[config.mk]
export PLATFORM = sky130hd
export DESIGN_NAME = mem_port_arbiter_flat
export DESIGN_NICKNAME = d
export VERILOG_FILES = /design/src/rtl/mem_port_arbiter_if.sv /design/src/rtl/mem_port_arbiter.sv /design/src/flat_wrapper.sv
export SDC_FILE = /design/constraint.sdc
export NUM_CORES = 1
export LEC_CHECK = 0
export ABC_CLOCK_PERIOD_IN_PS = 2450
export CAP_MARGIN = 20
export CORE_UTILIZATION = 42
export DETAILED_ROUTE_END_ITERATION = 6
export PLACE_DENSITY = 0.81
export RECOVER_POWER = 50
export SYNTH_ARGS = -nofsm -noshare
export SYNTH_HDL_FRONTEND = slang
export SYNTH_SLANG_ARGS = --single-unit
export TNS_END_PERCENT = 1
[constraint.sdc]
create_clock -name clk -period 2.45 [get_ports clk]
set_input_delay 0.49 -clock clk [delete_from_list [all_inputs] [get_ports clk]]
set_output_delay 0.49 -clock clk [all_outputs]
set_load 0.02 [all_outputs]
[src/rtl/mem_port_arbiter_if.sv]
// Requester-side and memory-side signals of the unified-memory port arbiter.
// The arbiter connects through the slave modport; its environment uses master.
interface mem_port_arbiter_if;
  logic        if_req;
  logic [31:0] if_addr;
  logic        if_ack;
  logic [31:0] if_rdata;
  logic        if_err;

  logic        dm_req;
  logic        dm_we;
  logic [3:0]  dm_be;
  logic [31:0] dm_addr;
  logic [31:0] dm_wdata;
  logic        dm_ack;
  logic [31:0] dm_rdata;
  logic        dm_err;

  logic        mem_req;
  logic        mem_we;
  logic [3:0]  mem_be;
  logic [31:0] mem_addr;
  logic [31:0] mem_wdata;
  logic [31:0] mem_rdata;
  logic        mem_ack;

  modport slave (
    input  if_req, if_addr,
    input  dm_req, dm_we, dm_be, dm_addr, dm_wdata,
    input  mem_rdata, mem_ack,
    output if_ack, if_rdata, if_err,
    output dm_ack, dm_rdata, dm_err,
    output mem_req, mem_we, mem_be, mem_addr, mem_wdata
  );

  modport master (
    output if_req, if_addr,
    output dm_req, dm_we, dm_be, dm_addr, dm_wdata,
    output mem_rdata, mem_ack,
    input  if_ack, if_rdata, if_err,
    input  dm_ack, dm_rdata, dm_err,
    input  mem_req, mem_we, mem_be, mem_addr, mem_wdata
  );
endinterface

[src/rtl/mem_port_arbiter.sv]
// Shares one memory port between instruction fetch and load/store with data
// priority, a bounded fetch-starvation streak and a memory-ack watchdog.
module mem_port_arbiter #(
  parameter int unsigned MAX_DM_STREAK = 4,
  parameter int unsigned TIMEOUT       = 16
) (
  input  logic              clk,
  input  logic              reset,
  mem_port_arbiter_if.slave bus
);

  typedef enum logic [1:0] {
    IDLE,
    MEM_IF,
    MEM_DM,
    RESP
  } state_t;

  localparam logic [3:0] STREAK_MAX = 4'(MAX_DM_STREAK);
  localparam logic [7:0] TO_LAST    = (TIMEOUT == 0) ? 8'd0 : 8'(TIMEOUT - 1);

  state_t     state;
  logic [3:0] streak;
  logic [7:0] tcnt;
  logic       dm_win;
  logic       to_hit;

  always_comb begin
    dm_win = bus.dm_req && (!bus.if_req || (streak < STREAK_MAX));
    to_hit = (TIMEOUT != 0) && (tcnt == TO_LAST);
  end

  always_ff @(posedge clk) begin
    if (!reset) begin
      state         <= IDLE;
      streak        <= '0;
      tcnt          <= '0;
      bus.if_ack    <= 1'b0;
      bus.if_rdata  <= '0;
      bus.if_err    <= 1'b0;
      bus.dm_ack    <= 1'b0;
      bus.dm_rdata  <= '0;
      bus.dm_err    <= 1'b0;
      bus.mem_req   <= 1'b0;
      bus.mem_we    <= 1'b0;
      bus.mem_be    <= '0;
      bus.mem_addr  <= '0;
      bus.mem_wdata <= '0;
    end else begin
      case (state)
        IDLE: begin
          tcnt <= '0;
          // The mem_* registers double as the latched copy of the granted request.
          if (dm_win) begin
            state         <= MEM_DM;
            bus.mem_req   <= 1'b1;
            bus.mem_we    <= bus.dm_we;
            bus.mem_be    <= bus.dm_be;
            bus.mem_addr  <= bus.dm_addr;
            bus.mem_wdata <= bus.dm_wdata;
            if (!bus.if_req) begin
              streak <= '0;
            end else if (streak < STREAK_MAX) begin
              streak <= streak + 4'd1;
            end
          end else if (bus.if_req) begin
            state         <= MEM_IF;
            streak        <= '0;
            bus.mem_req   <= 1'b1;
            bus.mem_we    <= 1'b0;
            bus.mem_be    <= 4'hF;
            bus.mem_addr  <= {bus.if_addr[31:2], 2'b00};
            bus.mem_wdata <= '0;
          end
        end

        MEM_IF, MEM_DM: begin
          // mem_ack takes precedence over a watchdog expiry in the same cycle.
          if (bus.mem_ack || to_hit) begin
            state         <= RESP;
            bus.mem_req   <= 1'b0;
            bus.mem_we    <= 1'b0;
            bus.mem_be    <= '0;
            bus.mem_addr  <= '0;
            bus.mem_wdata <= '0;
            if (state == MEM_DM) begin
              bus.dm_ack   <= 1'b1;
              bus.dm_err   <= !bus.mem_ack;
              bus.dm_rdata <= (bus.mem_ack && !bus.mem_we) ? bus.mem_rdata : '0;
            end else begin
              bus.if_ack   <= 1'b1;
              bus.if_err   <= !bus.mem_ack;
              bus.if_rdata <= bus.mem_ack ? bus.mem_rdata : '0;
            end
          end else begin
            tcnt <= tcnt + 8'd1;
          end
        end

        RESP: begin
          state        <= IDLE;
          bus.if_ack   <= 1'b0;
          bus.if_rdata <= '0;
          bus.if_err   <= 1'b0;
          bus.dm_ack   <= 1'b0;
          bus.dm_rdata <= '0;
          bus.dm_err   <= 1'b0;
        end

        default: state <= IDLE;
      endcase
    end
  end

endmodule

[src/flat_wrapper.sv]
// flat-port wrapper written by rule: the top's interface ports become plain ports
module mem_port_arbiter_flat 
#(
  parameter int unsigned MAX_DM_STREAK = 4,
  parameter int unsigned TIMEOUT       = 16
)
  (clk, reset, bus_if_req, bus_if_addr, bus_dm_req, bus_dm_we, bus_dm_be, bus_dm_addr, bus_dm_wdata, bus_mem_rdata, bus_mem_ack, bus_if_ack, bus_if_rdata, bus_if_err, bus_dm_ack, bus_dm_rdata, bus_dm_err, bus_mem_req, bus_mem_we, bus_mem_be, bus_mem_addr, bus_mem_wdata);
  mem_port_arbiter_if bus_i ();
  input  logic clk;
  input  logic reset;
  input wire logic [$bits(bus_i.if_req)-1:0] bus_if_req;
  input wire logic [$bits(bus_i.if_addr)-1:0] bus_if_addr;
  input wire logic [$bits(bus_i.dm_req)-1:0] bus_dm_req;
  input wire logic [$bits(bus_i.dm_we)-1:0] bus_dm_we;
  input wire logic [$bits(bus_i.dm_be)-1:0] bus_dm_be;
  input wire logic [$bits(bus_i.dm_addr)-1:0] bus_dm_addr;
  input wire logic [$bits(bus_i.dm_wdata)-1:0] bus_dm_wdata;
  input wire logic [$bits(bus_i.mem_rdata)-1:0] bus_mem_rdata;
  input wire logic [$bits(bus_i.mem_ack)-1:0] bus_mem_ack;
  output wire logic [$bits(bus_i.if_ack)-1:0] bus_if_ack;
  output wire logic [$bits(bus_i.if_rdata)-1:0] bus_if_rdata;
  output wire logic [$bits(bus_i.if_err)-1:0] bus_if_err;
  output wire logic [$bits(bus_i.dm_ack)-1:0] bus_dm_ack;
  output wire logic [$bits(bus_i.dm_rdata)-1:0] bus_dm_rdata;
  output wire logic [$bits(bus_i.dm_err)-1:0] bus_dm_err;
  output wire logic [$bits(bus_i.mem_req)-1:0] bus_mem_req;
  output wire logic [$bits(bus_i.mem_we)-1:0] bus_mem_we;
  output wire logic [$bits(bus_i.mem_be)-1:0] bus_mem_be;
  output wire logic [$bits(bus_i.mem_addr)-1:0] bus_mem_addr;
  output wire logic [$bits(bus_i.mem_wdata)-1:0] bus_mem_wdata;
  assign bus_i.if_req = bus_if_req;
  assign bus_i.if_addr = bus_if_addr;
  assign bus_i.dm_req = bus_dm_req;
  assign bus_i.dm_we = bus_dm_we;
  assign bus_i.dm_be = bus_dm_be;
  assign bus_i.dm_addr = bus_dm_addr;
  assign bus_i.dm_wdata = bus_dm_wdata;
  assign bus_i.mem_rdata = bus_mem_rdata;
  assign bus_i.mem_ack = bus_mem_ack;
  assign bus_if_ack = bus_i.if_ack;
  assign bus_if_rdata = bus_i.if_rdata;
  assign bus_if_err = bus_i.if_err;
  assign bus_dm_ack = bus_i.dm_ack;
  assign bus_dm_rdata = bus_i.dm_rdata;
  assign bus_dm_err = bus_i.dm_err;
  assign bus_mem_req = bus_i.mem_req;
  assign bus_mem_we = bus_i.mem_we;
  assign bus_mem_be = bus_i.mem_be;
  assign bus_mem_addr = bus_i.mem_addr;
  assign bus_mem_wdata = bus_i.mem_wdata;
  mem_port_arbiter #(.MAX_DM_STREAK(MAX_DM_STREAK), .TIMEOUT(TIMEOUT)) u_core (.clk(clk), .reset(reset), .bus(bus_i));
endmodule
[Yosys cells after proc, flatten, opt, wreduce, memory -nomap -nowiden]
Index checks and enable logic that the tools add are counted.
Word-level totals
  input bits: 138
  word-level logic and storage cells: 93
  register bits after elaboration: 152
Cells by class
  add/sub/neg operators: 2
  order comparisons: 1
  equality and inequality tests: 10
  muxes and demuxes: 48
  reductions and logical operators: 18
Operators by type and width (count)
  $mux 32: 11
  $pmux 32 s2: 4
  $mux 4: 7
  $pmux 8 s2: 1
  $mux 1: 13
  $pmux 1 s2: 6
  $reduce_and 3->1: 4
  $add 8x1->8 const B: 1
  $eq 8x4->1 const B: 1
  $mux 8: 1
  $pmux 4 s2: 1
  $mux 2: 3
  $pmux 2 s3: 1
  $reduce_bool 2->1: 3
  $add 4x1->4 const B: 1
  $eq 2x2->1 const B: 2
  $lt 4x3->1 const B: 1
  $ne 2x1->1 const B: 2
  $ne 2x2->1 const B: 2
  $reduce_and 2->1: 2
  $logic_not 1->1: 3
  $ne 3x2->1 const B: 1
  $ne 3x3->1 const B: 1
  $eq 2x1->1 const B: 1
  4 further kinds: 6

[Logic depth before layout (Yosys ltp)]
Gate-level depths: netlist (run 1).
  depth after elaboration: 6
  gate-level depth with buffers: 8
  depth with buffers taken out: 6

[Worst setup path after synthesis (run 1)]
No wires, ideal clock.
  path kind: reg-to-reg
  from: register u_core.state[0]
  to: register u_core.bus.mem_wdata[17]
  path slack: 0.576 ns
  cell stages (with the launch flop): 9
  data arrival time: 1.757 ns
  setup time: 0.117 ns
  buffers on the path: 2
  cell sequence: dfxtp_1 -> inv_1 -> ha_1 -> inv_1 -> a211oi_2 -> o31a_1 -> buf_4 -> buf_4 -> a22o_1
Between the ends
  cells in the longest elaborated chain, start to end: 4
  elaborated cells between the ends (all ways): 9
  those cells by class: 4 x eq/ne; 1 x mux; 4 x reduce/logical
Ends and longest elaborated chain
  start, declared: line mem_port_arbiter.sv:22  | state_t state;
  start signal, assigned: line mem_port_arbiter.sv:35  | state <= IDLE;
  start signal, assigned: line mem_port_arbiter.sv:55  | state <= MEM_DM;
  start signal, assigned: line mem_port_arbiter.sv:67  | state <= MEM_IF;
  $eq 2x1->1 / $eq 2x2->1 (equally long branches): line mem_port_arbiter.sv:50  | case (state)
  $reduce_or 2->1: line mem_port_arbiter.sv:50
  $ne 2x1->1 (no line) / $reduce_bool 2->1 (equally long branches)
  $reduce_and 3->1 (no line)
  end signal, assigned: line mem_port_arbiter.sv:60  | bus.mem_wdata <= bus.dm_wdata;
  end, declared: line mem_port_arbiter_if.sv:33  | output mem_req, mem_we, mem_be, mem_addr, mem_wdata
Several ways; a longest one is shown, not always the timed one.
A chain may end at the register's enable or synchronous reset.

[Final worst setup path (run 1)]
  from: register u_core.state[1]
  to: register u_core.bus.if_rdata[25]
Between the ends
  cells in the longest elaborated chain, start to end: 4
  elaborated cells between the ends (all ways): 9
  those cells by class: 5 x eq/ne; 1 x mux; 3 x reduce/logical
Ends and longest elaborated chain
  $eq 2x1->1 / $eq 2x2->1 (equally long branches): line mem_port_arbiter.sv:50, mem_port_arbiter.sv:86
  $reduce_or 2->1: line mem_port_arbiter.sv:50
  $ne 2x1->1 (no line) (tied with other cells)
  $reduce_and 3->1 (no line)
  end signal, assigned: line mem_port_arbiter.sv:93  | bus.if_rdata <= bus.mem_ack ? bus.mem_rdata : '0;
  end, declared: line mem_port_arbiter_if.sv:31  | output if_ack, if_rdata, if_err,
Several ways; a longest one is shown, not always the timed one.

==> results of run 1 <==
## logic make-up (layout without fill, tap and decap cells)
logic type / count (synthesis) / count (layout) / share of synthesized area, %
AO/OA/AOI/OAI: 92 / 92 / 12.9
adder cells (fa/ha/maj): 5 / 5 / 1.04
multiplexers: 100 / 100 / 16.6
buffers and inverters: 54 / 331 / 5.00
AND/OR/NAND/NOR: 183 / 183 / 14.1
flip-flops: 152 / 152 / 50.4
## final cells by class
| cell class | count | area share [%] |
|---|---|---|
| multi-input cells | 380 | 28.2 |
| clock buffers | 24 | 5.14 |
| inverters | 4 | 0.157 |
| flip-flops and latches | 152 | 31.8 |
| repair buffers | 296 | 31.1 |
| well taps | 180 | 2.36 |
| clock inverters | 7 | 1.22 |
## worst max-delay path: cells and delay by family, from the launching register on
family	cells	cell delay (ns)
buf+inv	4	0.81
compound gates	2	0.44
flops	1	0.36
fa+ha+maj	1	0.28
mux	1	0.25
## worst min-delay path by stage
| stage | to | from | cells after the start |
|---|---|---|---|
| after floorplan | u_core.streak[2]$_SDFFE_PN0P_ | u_core.streak[2]$_SDFFE_PN0P_ | 2 |
| after global placement | u_core.bus.dm_rdata[12]$_SDFFE_PN0P_ | u_core.bus.dm_rdata[12]$_SDFFE_PN0P_ | 2 |
| after detailed placement | u_core.bus.mem_req$_SDFFE_PN0P_ | u_core.bus.mem_req$_SDFFE_PN0P_ | 1 |
| after CTS | u_core.state[1]$_SDFFE_PN0P_ | reset | 2 |
| after global routing | u_core.state[1]$_SDFFE_PN0P_ | reset | 2 |
| final | u_core.state[1]$_SDFFE_PN0P_ | reset | 2 |
## timing repair
item	4_1_cts	5_1_grt
resized for setup	0	0
setup endpoints to repair	0	13
hold buffers	0	0
setup buffers	0	2
## report_power, final
part,switching (mW),internal [mW],leakage (nW)
clock network,0.969,1.70,0.296
registers,0.317,3.05,1.24
logic,2.04,1.71,2.42
## layer usage
metal / vias up / wire length (um) / track usage, %
met4: 0 / 436 / 9.88
met1: 2602 / 6730 / 24.9
met3: 27 / 1620 / 8.43
met2: 238 / 9230 / 43.2
met5: - / 0 / 0
li1: 2643 / - / -
## state kept, by name (all words and copies together) (netlist names)
name / cells
u_core.bus.dm_ack: 1
u_core.bus.dm_err: 1
u_core.bus.dm_rdata: 32
u_core.bus.if_ack: 1
u_core.bus.if_err: 1
u_core.bus.if_rdata: 32
u_core.bus.mem_addr: 32
u_core.bus.mem_be: 4
u_core.bus.mem_req: 1
u_core.bus.mem_wdata: 32
u_core.bus.mem_we: 1
u_core.state: 2
u_core.streak: 4
u_core.tcnt: 8
## synth_stat cells, drive strengths merged (3+ instances only)
cell,n
dfxtp,152
mux2i,100
nand2,85
nand3,70
a22o,35
o2bb2ai,34
clkbuf,26
buf,24
nor2,6
ha,5
o21ai,5
a21oi,4
inv,4
and2,3
and3,3
nand2b,3
nand4,3
o31ai,3
==> impl_results.md, run 1 <==
* Commonest non-fill, non-tap cells in the layout: clkdlybuf4s50_1 (153), dfxtp_1 (152), dlygate4sd3_1 (119)
* Power Total at 9.79 mW
* Count of state elements after synthesis at 152
* Setup TNS at 0 ns
* CTS buffer count at 17
* WP data required at 2.80 ns
* First DRT Iteration DRCs at 311
* Tot GR Track Use at 23.9%
* Synth area leader: dfxtp_1
* Least-Margin Pin Slew at 0.587 ns
* Most frequent CP cell: inv_1
* # Max-Cap Violations at 0
* Die W at 122 um
* Detailed-route DRC error count at 0
* Flop2flop setup slack at 0.22 ns
* Layout cell share with drive strength beyond 1 at 6.95%
* CP startpoint: u_core.state[1]$_SDFFE_PN0P_
* Drt total wl at 18000 um
* Nets at 994
* ANT cells at 0
* Clock sinks at 152
* Post-route ant nets at 0
* Crit-path cells: inv_1 -> ha_1 -> inv_1 -> buf_4 -> a211oi_2 -> a21oi_1 -> clkbuf_4 -> mux2i_1
* Syn nets at 729
* Crit Path Class: reg -> reg
* Fillers at 1024
* Multi-input gate area at 2700 sq um
* Worst VDD drop at 608 uV
* CTS tree: yes
* Clock-pin slew on the worst setup and hold paths at 0.06 ns
* R2R depth at 8
* Vias per cell at 5.28
* Top post-synthesis cells by area: dfxtp_1 (50%), mux2i_1 (17%), nand3_1 (5.8%)
* Critical Path AT at 2.58 ns
* Rows at 43
* Pwr Density at 1020 nW/um^2
* Yosys warnings at 0
* Most common cell after layout, fill and taps aside: clkdlybuf4s50_1
* Area grow syn2layout at 58.5%
* Core ar. at 13900 sq um
* First-pass iteration count of the detailed router at 5
* P_leak at 3.95 nW
* CP Capture Type: flip-flop
* Avg Cell Area, Syn at 10.3 sq um
* Setup ws final at 0.216 ns
* Worst Hold Class: in -> reg
* End of the critical path: u_core.bus.if_rdata[25]$_SDFFE_PN0P_
* Antenna violations before repair at 0
* Final min period at 2.23 ns
* Final Max Slew Viols at 0
* RePlAce Congestion at 0.794
* Finished Layout Cells at 1043
* Pre-CTS WS at -0.0999 ns
* Synthesized cell area at 6030 sq um
* Most used DFF post-synth: dfxtp_1
* Clock insertion delay at the later pin of the skew report at 0.43 ns
* Layout Skew at 0.0121 ns
* Final worst path period share at 91.2%
* Async set-or-reset flop fraction in the synthesized netlist at 0%
* Port bufs at 273
* First-pass GRT wire length at 27000 um
* DR WL/cell at 17.3 um
* Unrepaired setup endpoints after global routing: false
* R2r endpoint: u_core.bus.if_rdata[25]$_SDFFE_PN0P_
* Relative slew slack at 60.8%
* Synth unique cells at 39
* Top Ports at 276
* Die area at 14900 sq um
* Final core occ at 68.6%
* CTS Buffer Depth at 2
* Slowest CP cell: clkbuf_4
* Final setup vio count at 0
* Design Area, Final at 9560 sq um
* Root buffer cell: clkbuf_16
* Grt ovf at 0
* CTS H-tree lvls at 4
* Starting density of the core at 43.3%
* Pin count of the biggest net entering global routing at 132
* WHS at 0.418 ns
* CP max FO at 22
* Register area at 3040 sq um
* Total number of vias at 5510
* Seq/Total Area, Yosys at 50.4%
* Vias in the first global route at 5342
* Post-synth EDFFs at 0
* Placed Area at 8950 sq um
* Fin. Hold Viols at 0
* Gate Count Post-Synth at 586
* Share of the synthesized area in the top cell type at 50.4%
* Die Span Y at 122 um
* HPWL Detailed at 13200 um
* Status: finished clean
* Slowest stage delay, CP at 0.51 ns
* Startpoint types: flip-flop
* Placed Instances at 1009
* Fmax at 448 MHz
* FF-to-FF Start: u_core.state[1]$_SDFFE_PN0P_
No activity file was read; power rests on OpenSTA's default activity.
==> inputs of run 2 (changes only) <==
Settings changed: CORE_UTILIZATION 42 to 45, CTS_BUF_LIST set to sky130_fd_sc_hd__clkbuf_2, DONT_BUFFER_PORTS set to 1, PLACE_DENSITY 0.81 to not set.
==> run 2 against run 1 <==
Effect of this change:
- the run now fails in clock tree synthesis (4_1_cts)
- area after synthesis did not move
- synthesized cell count did not move
==> impl_results.md, run 2 <==
* Avg Cell Area, Syn at 10.3 sq um
* Gate Count Post-Synth at 586
* Synth area leader: dfxtp_1
* CTS Buffer Depth at 2
* HPWL Detailed at 10200 um
* Post-synth EDFFs at 0
* Starting density of the core at 47.1%
* Placed Area at 6130 sq um
* Error: [ERROR RSZ-0060] Max buffer count reached.
* Rows at 41
* CTS H-tree lvls at 4
* Post-CTS setup buffers at 0
* Top Ports at 276
* Seq/Total Area, Yosys at 50.4%
* RePlAce Congestion at 0.806
* Syn nets at 729
* CTS buffer count at 17
* Port bufs at 0
* Yosys warnings at 0
* Hold Buf Count CTS at 152
* Status: did not finish
* Top post-synthesis cells by area: dfxtp_1 (50%), mux2i_1 (17%), nand3_1 (5.8%)
* CTS resizes at 0
* Synth unique cells at 39
* Async set-or-reset flop fraction in the synthesized netlist at 0%
* Most used DFF post-synth: dfxtp_1
* Count of state elements after synthesis at 152
* Share of the synthesized area in the top cell type at 50.4%
* Count leader, synth: dfxtp_1
* Die W at 118 um
* Synthesized cell area at 6030 sq um
* Clock sinks at 152
* Root buffer cell: clkbuf_2
* Die Span Y at 118 um
* Synth top cells by count: dfxtp_1 (152), mux2i_1 (100), nand2_1 (84), nand3_1 (70), a22o_1 (35)
* Failed at: clock tree synthesis (4_1_cts)
run 2: cell counts after synthesis:
Identical to the previous run, type by type.
run 2: cells by family after synthesis:
logic type                 count (synthesis)  share of synthesized area (%)
DFF                                      152                           50.4
buffers and inverters                     54                           5.00
AOI/OAI and AO/OA                         92                           12.9
adders and majority gates                  5                           1.04
muxes                                    100                           16.6
and+or+nand+nor                          183                           14.1
run 2: metrics by stage:
step / instances / setup slack [ns] / hold slack (ns)
global placement: 722 / 0.252 / 0.453
floorplan: 586 / 0.576 / 0.444
detailed placement: 722 / 0.184 / 0.464
==> inputs of run 3 (changes only) <==
Settings changed: CORE_UTILIZATION 45 to 30, CTS_BUF_LIST sky130_fd_sc_hd__clkbuf_2 to not set, PLACE_DENSITY_LB_ADDON set to 0.15.
==> run 3 against run 2 <==
Effect of this change:
- the flow now finishes without violations
==> impl_results.md, run 3 (synthesis gave the netlist of run 1 again) <==
* First-pass GRT wire length at 22700 um
* Critical Path AT at 2.40 ns
* Slowest CP cell: dfxtp_1
* Tot GR Track Use at 14.7%
* WP data required at 2.75 ns
* Layout cell share with drive strength beyond 1 at 9.28%
* Commonest non-fill, non-tap cells in the layout: dfxtp_1 (152), mux2i_1 (100), nand2_1 (84)
* CTS Buffer Depth at 2
* Final core occ at 35.0%
* Post-CTS setup buffers at 0
* Area grow syn2layout at 13.7%
* Slowest stage delay, CP at 0.36 ns
* First-pass iteration count of the detailed router at 6
* HPWL Detailed at 10800 um
* CP bufs+invs at 4
* Crit Path Class: reg -> reg
* Startpoint types: flip-flop
* # Max-Cap Violations at 0
* Hold Buf Count CTS at 0
* Post-route ant nets at 0
* Unrepaired setup endpoints after global routing: false
* Fin. Hold Viols at 0
* Most common cell after layout, fill and taps aside: dfxtp_1
* CTS resizes at 0
* RePlAce Congestion at 0.779
* Pwr Density at 1250 nW/um^2
* WL met3 at 1950 um
* Placed Area at 6260 sq um
* CTS tree: yes
* Worst VDD drop at 564 uV
* Setup TNS at 0 ns
* Register area at 3040 sq um
* Grt ovf at 0
* Crit-path cells: inv_1 -> ha_1 -> inv_1 -> a211oi_1 -> buf_4 -> a21oi_4 -> buf_12 -> mux2i_1
* DR WL/cell at 18.4 um
* Die area at 20700 sq um
* Setup ws final at 0.353 ns
* P_leak at 2.51 nW
* CTS buffer count at 17
* Starting density of the core at 30.8%
* Power Total at 8.59 mW
* Multi-input gate area at 2710 sq um
* Drt total wl at 15600 um
* WHS at 0.194 ns
* Root buffer cell: clkbuf_16
* Top routing layer in use: met4
* Status: finished clean
* Pre-CTS WS at 0.393 ns
* Most frequent CP cell: inv_1
* Antenna violations before repair at 1
* Final worst path period share at 85.6%
* Final setup vio count at 0
* Vias per cell at 5.09
* Worst Hold Class: in -> reg
* First DRT Iteration DRCs at 196
* CTS H-tree lvls at 4
* Fillers at 1985
* CP Capture Type: flip-flop
* Met1 WL at 6170 um
* Placed Instances at 815
* Design Area, Final at 6860 sq um
* Layout Skew at 0.0127 ns
* Die Span Y at 144 um
* Clock sinks at 152
* Fmax at 477 MHz
* CP max FO at 34
* Finished Layout Cells at 848
* Total number of vias at 4316
* Clock-pin slew on the worst setup and hold paths at 0.07 ns
* Detailed-route DRC error count at 0
* Vias in the first global route at 4133
* Final min period at 2.10 ns
* Wire length on met2 at 7150 um
* Final Max Slew Viols at 0
* Pin count of the biggest net entering global routing at 146
* Relative slew slack at 56.4%
* Die W at 144 um
* Top Ports at 276
* Port bufs at 0
* Top Family by Delay on Critical Path: buffers and inverters
* Rows at 51
* Core ar. at 19600 sq um
* Least-Margin Pin Slew at 0.655 ns
* Nets at 712
* Clock insertion delay at the later pin of the skew report at 0.42 ns
[run 3: layer usage]
| layer | global-route usage [%] | up-vias |
|---|---|---|
| met4 | 5.49 | 0 |
| met2 | 23.1 | 205 |
| met5 | 0 | - |
| li1 | - | 2080 |
| met1 | 16.3 | 2013 |
| met3 | 8.50 | 18 |
[run 3: final timing paths]
| check | cells past startpoint | endpoint | slack (ns) | startpoint |
|---|---|---|---|---|
| hold / removal | 1 | u_core.bus.mem_wdata[11]$_SDFFE_PN0P_ | 0.19 | bus_dm_wdata[11] |
| setup / recovery | 8 | u_core.bus.dm_rdata[20]$_SDFFE_PN0P_ | 0.35 | u_core.state[0]$_SDFFE_PN0P_ |
| setup reg to reg | 8 | u_core.bus.dm_rdata[20]$_SDFFE_PN0P_ | 0.35 | u_core.state[0]$_SDFFE_PN0P_ |
| hold reg to reg | 2 | u_core.streak[2]$_SDFFE_PN0P_ | 0.47 | u_core.streak[2]$_SDFFE_PN0P_ |
[run 3: report_power, final]
group	leakage [nW]	internal [mW]	switching, mW
sequential	1.24	3.05	1.12
combinational	0.976	0.749	0.978
clock	0.299	1.50	1.20
[run 3: worst reg2reg max path, stage by stage (launching register included)]
cell and delay (ns):
dfxtp_1 0.36, inv_1 0.07, ha_1 0.36, inv_1 0.15, a211oi_1 0.33, buf_4 0.28
a21oi_4 0.05, buf_12 0.19, mux2i_1 0.18
[run 3: final cells by class]
| cell class | count | share of cell area, % |
|---|---|---|
| repair buffers | 14 | 2.21 |
| multi-input cells | 380 | 39.4 |
| flip-flops and latches | 152 | 44.3 |
| diodes | 1 | 0.0365 |
| clock inverters | 14 | 2.55 |
| inverters | 4 | 0.219 |
| well taps | 265 | 4.83 |
| clock buffers | 18 | 6.40 |
